**src/rtl/fetch_pkg.sv**
```systemverilog
// Shared types and constants for the instruction-fetch front end.
package fetch_pkg;
  typedef enum logic [1:0] {BOOT_WAIT, BOOT_WR, RUN} fetchState_e;

  localparam logic MEM_RD = 1'b0;
  localparam logic MEM_WR = 1'b1;

  localparam int DEFAULT_PC_STEP = 4;
endpackage

```
**src/rtl/pc_reg.sv**
```systemverilog
// Program counter: async reset to the reset vector; load beats increment.
module pc_reg
  import fetch_pkg::*;
#(
  parameter int                    ADDR_WIDTH   = 32,
  parameter int                    PC_STEP      = DEFAULT_PC_STEP,
  parameter logic [ADDR_WIDTH-1:0] RESET_VECTOR = '0
) (
  input  logic                  clock,
  input  logic                  reset_n,
  input  logic                  load,
  input  logic                  inc,
  input  logic [ADDR_WIDTH-1:0] loadAddr,
  output logic [ADDR_WIDTH-1:0] pc
);

  always_ff @(posedge clock or negedge reset_n) begin
    if (!reset_n)  pc <= RESET_VECTOR;
    else if (load) pc <= loadAddr;
    else if (inc)  pc <= pc + ADDR_WIDTH'(PC_STEP);
  end

endmodule

```
**src/rtl/fetch_unit.sv**
```systemverilog
// Fetch front end: copies the bios image into memory, then streams
// instructions from RESET_VECTOR with branch redirect and back-pressure.
module fetch_unit
  import fetch_pkg::*;
#(
  parameter int                    ADDR_WIDTH   = 32,
  parameter int                    DATA_WIDTH   = 32,
  parameter int                    PC_STEP      = DEFAULT_PC_STEP,
  parameter int                    BOOT_WORDS   = 16,
  parameter logic [ADDR_WIDTH-1:0] BOOT_BASE    = '0,
  parameter logic [ADDR_WIDTH-1:0] RESET_VECTOR = '0
) (
  input  logic                  clock,
  input  logic                  reset_n,
  input  logic                  boot_valid,
  input  logic [DATA_WIDTH-1:0] boot_word,
  output logic                  boot_ready,
  output logic                  booting,
  output logic                  mem_req,
  output logic                  mem_we,
  output logic [ADDR_WIDTH-1:0] mem_addr,
  output logic [DATA_WIDTH-1:0] mem_wdata,
  input  logic                  mem_ack,
  input  logic [DATA_WIDTH-1:0] mem_rdata,
  input  logic                  branch_taken,
  input  logic [ADDR_WIDTH-1:0] branch_target,
  output logic                  instr_valid,
  output logic [DATA_WIDTH-1:0] instr,
  output logic [ADDR_WIDTH-1:0] instr_pc,
  input  logic                  instr_ready
);

  localparam int               CNT_W    = $clog2(BOOT_WORDS + 1);
  localparam logic [CNT_W-1:0] LAST_CNT = CNT_W'(BOOT_WORDS - 1);

  fetchState_e           state;
  logic [CNT_W-1:0]      bootCnt;
  logic [ADDR_WIDTH-1:0] bootAddr;
  logic [ADDR_WIDTH-1:0] pc;
  logic [DATA_WIDTH-1:0] wbuf;
  logic                  inRun, inBootWr, redirect, runReq, fetchDone;

  assign inRun     = (state == RUN);
  assign inBootWr  = (state == BOOT_WR);
  assign redirect  = inRun && branch_taken;
  // A branch withdraws any pending read, so a coincident ack is dropped.
  assign runReq    = inRun && !branch_taken && (!instr_valid || instr_ready);
  assign fetchDone = runReq && mem_ack;

  assign boot_ready = (state == BOOT_WAIT) && reset_n;
  assign booting    = !inRun;
  assign mem_req    = inBootWr || runReq;
  assign mem_we     = inBootWr ? MEM_WR : MEM_RD;
  assign mem_addr   = inBootWr ? bootAddr : (inRun ? pc : '0);
  assign mem_wdata  = inBootWr ? wbuf : '0;

  pc_reg #(
    .ADDR_WIDTH  (ADDR_WIDTH),
    .PC_STEP     (PC_STEP),
    .RESET_VECTOR(RESET_VECTOR)
  ) u_pc (
    .clock   (clock),
    .reset_n (reset_n),
    .load    (redirect),
    .inc     (fetchDone),
    .loadAddr(branch_target),
    .pc      (pc)
  );

  always_ff @(posedge clock or negedge reset_n) begin
    if (!reset_n) begin
      state       <= BOOT_WAIT;
      bootCnt     <= '0;
      bootAddr    <= BOOT_BASE;
      wbuf        <= '0;
      instr_valid <= 1'b0;
      instr       <= '0;
      instr_pc    <= '0;
    end else begin
      case (state)
        BOOT_WAIT: if (boot_valid) begin
          wbuf  <= boot_word;
          state <= BOOT_WR;
        end
        BOOT_WR: if (mem_ack) begin
          bootAddr <= bootAddr + ADDR_WIDTH'(PC_STEP);
          bootCnt  <= bootCnt + 1'b1;
          state    <= (bootCnt == LAST_CNT) ? RUN : BOOT_WAIT;
        end
        RUN: begin
          if (branch_taken) begin
            instr_valid <= 1'b0;
          end else if (fetchDone) begin
            instr       <= mem_rdata;
            instr_pc    <= pc;
            instr_valid <= 1'b1;
          end else if (instr_ready) begin
            instr_valid <= 1'b0;
          end
        end
        default: state <= BOOT_WAIT;
      endcase
    end
  end

endmodule

```
**config.mk**
```make
export PLATFORM = sky130hd
export DESIGN_NAME = fetch_unit
export DESIGN_NICKNAME = d
export VERILOG_FILES = /design/src/rtl/fetch_pkg.sv /design/src/rtl/pc_reg.sv /design/src/rtl/fetch_unit.sv
export SDC_FILE = /design/constraint.sdc
export NUM_CORES = 1
export LEC_CHECK = 0
export CORE_MARGIN = 4
export CORE_UTILIZATION = 30
export DETAILED_ROUTE_END_ITERATION = 10
export HOLD_SLACK_MARGIN = 0.02
export PLACE_DENSITY_LB_ADDON = 0.15
export SLEW_MARGIN = 20
export SYNTH_ARGS = -nofsm -noshare
export SYNTH_HDL_FRONTEND = slang
export SYNTH_HIERARCHICAL = 1
export SYNTH_SLANG_ARGS = --single-unit
export TNS_END_PERCENT = 20
```
**constraint.sdc**
```tcl
create_clock -name clock -period 3.3 [get_ports clock]
set_clock_uncertainty 0.15 [all_clocks]
set_input_delay 0.66 -clock clock [delete_from_list [all_inputs] [get_ports clock]]
set_output_delay 0.66 -clock clock [all_outputs]
set_load 0.03 [all_outputs]
```
==> metrics <==
status=complete, no violations; layout net count=981; Post-synth EDFFs=0; Yosys top cell by area=dfrtp_1; initial core utilization=0.305; WS Path Type=primary input to output port; crit path launch type=primary input; initial antenna violation count=0; # port buffers=234; drt total wl=21300 um; Setup Slack @ Placement=-0.0167 ns; HP Class=register to register; routability cong.=0.749; drt via density=4.77; Yosys cell types=47; Ys Warns=6; Synth Flop Type=dfrtp_1; Commonest cells post-synth=166 x dfrtp_1, 51 x mux2_2, 49 x mux2_1, 38 x and2_1, 36 x nand2_1; Overall Global Routing Usage=0.152; Final Power=6.75 mW; mean post-synth cell area=12.2 um2; clk_lat worst skew=0.43 ns; core area=0.0253 mm2; post-DP HPWL=15400 um; Finished Layout Cells=1217; die footprint=0.0283 mm2; share of cells above drive strength 1=0.140; period utilization=0.947; CTS Buf Count=17; first-pass GRT wire length=34300 um; Overflow after GRT=0; clk sink count=166; H-tree Lvls=4; Finish-stage setup viols=0; Max Cap Viol=0; post-synthesis sequential area ratio=0.539; clock buffer depth=2; # fillers=2440; vias=5807; Post-CTS Setup Inserts=0; min Tclk post-route=3.12 ns; worst slew pin tran=0.843 ns; vias in the first global route=6097; count leader, synth=dfrtp_1; Setup WS post-layout=0.175 ns; Die Wd=168 um; share of the synthesized area in the top cell type=0.539; Initial DRT Pass Iterations=4; FP Rows=58; Post-synth ARST share=1.00; largest net degree at the start of global routing=67; Worst-path clk slew=0.07 ns; worst vdd ir=0.308 mV; arrival time worst endpoint=2.31 ns; RSZ-0062 raised after global routing=no; worst endpoint required time=2.49 ns; Post-Syn Area=0.00770 mm2; I/O pin total=235; DRC viols=0; ANT nets after route=0; Cells after Synth=631; number of antenna diodes=0; Die Y=168 um; CP Capture Type=output port; post-synth net total=737; fin. max-slew vios=0; Power Density=608 mW/mm2; crit-path max FO=3; wire per inst=17.5 um; Max Clock Freq=0.320 GHz; Synth-to-Final Area Change=44.2%; final number of hold-violating endpoints=0; clock root buffer=clkbuf_16; leak pwr=4.84 nW; Slew Limit Headroom=0.438; Placed Cells=1185; DR iter-0 viols=171; top cells by area, synth=dfrtp_1 54%, mux2_2 7.5%, mux2_1 7.2%; CTS tree=yes; Synth Register Bits=166
-- timing repair --
item,4_1_cts,5_1_grt
setup endpoints to repair,0,8
hold endpoints to repair,10,0
resized for setup,0,8
hold buffers,1,0
-- critical path, cell delays in order --
cell and delay (ns):
clkdlybuf4s50_1 0.40, nor2b_1 0.30, nor3_1 0.08, or2_2 0.28, clkdlybuf4s50_1 0.60
-- where the power goes --
| part | switching, mW | total, mW | internal (mW) |
|---|---|---|---|
| sequential | 0.414 | 2.84 | 2.43 |
| clock | 0.909 | 2.05 | 1.14 |
| combinational | 0.943 | 1.86 | 0.919 |
| total | 2.27 | 6.75 | 4.48 |
-- cells in the final DEF, fill, tap and decap left out, drive strengths merged, types with 4 or more instances in the layout --
master and n:
a22o 30, a31oi 13, and2 38, and3 6, and4 9, buf 27, clkbuf 17, clkdlybuf4s50 225
dfrtp 166, dlymetal6s2s 7, ha 4, inv 16, mux2 100, nand2 36, nand3 19, nand4 20
nor2 17, nor3 10, nor4 8, o21ai 19, o31ai 12, or4 13, xnor2 33, xor2 14
-- area by class of cell --
type                       count  area, um2  area share
clock buffer                  17        425      0.0383
clock inverter                14        164      0.0148
inverter                       8       30.0     0.00270
multi-input combinational    422       3340       0.301
sequential                   166       4150       0.374
tap                          330        413      0.0372
timing repair buffer         260       2580       0.232
-- final timing paths --
check / end / from / slack, ns / depth (start not counted)
worst max-delay path: mem_req / instr_ready / 0.18 / 5
worst min-delay path: bootCnt[3] / bootCnt[3] / 0.33 / 1
worst max register to register: u_pc/pc[30] / state[1] / 0.44 / 7
worst min register to register: bootCnt[3] / bootCnt[3] / 0.33 / 1
max in group asynchronous: instr[3] / reset_n / 1.46 / 3
min in group asynchronous: instr[29] / reset_n / 0.46 / 2
-- kinds of logic (layout without fill, tap and decap cells) --
family / count (synthesis) / in the layout / share of synthesized area
muxes: 101 / 101 / 0.147
xor gates and xnor gates: 47 / 47 / 0.0534
buffers and inverters: 43 / 299 / 0.0300
AOI/OAI and AO/OA: 79 / 79 / 0.0736
and+or+nand+nor: 191 / 191 / 0.150
DFF: 166 / 166 / 0.539
adders and majority gates: 4 / 4 / 0.00650
-- metrics by stage --
stage	TNS [ns]	hold WS [ns]	utilization	instance area, um2
floorplan	0	0.214	-	7700
global placement	0	0.302	0.415	10500
detailed placement	-0.0907	0.321	0.415	10500
CTS	0	0.336	0.439	11100
global route	0	0.347	0.440	11100
finish	0	0.331	0.440	11100
-- layer usage --
layer | GRT usage | up-vias | wire, um | part of all wire
li1 | - | 2765 | - | -
met3 | 0.0627 | 15 | 1860 | 0.087
met1 | 0.198 | 2849 | 9550 | 0.45
met5 | 0 | - | 0 | 0
met4 | 0.0374 | 0 | 248 | 0.012
met2 | 0.237 | 178 | 9630 | 0.45
Note: power is estimated with default switching activity, not from simulation.
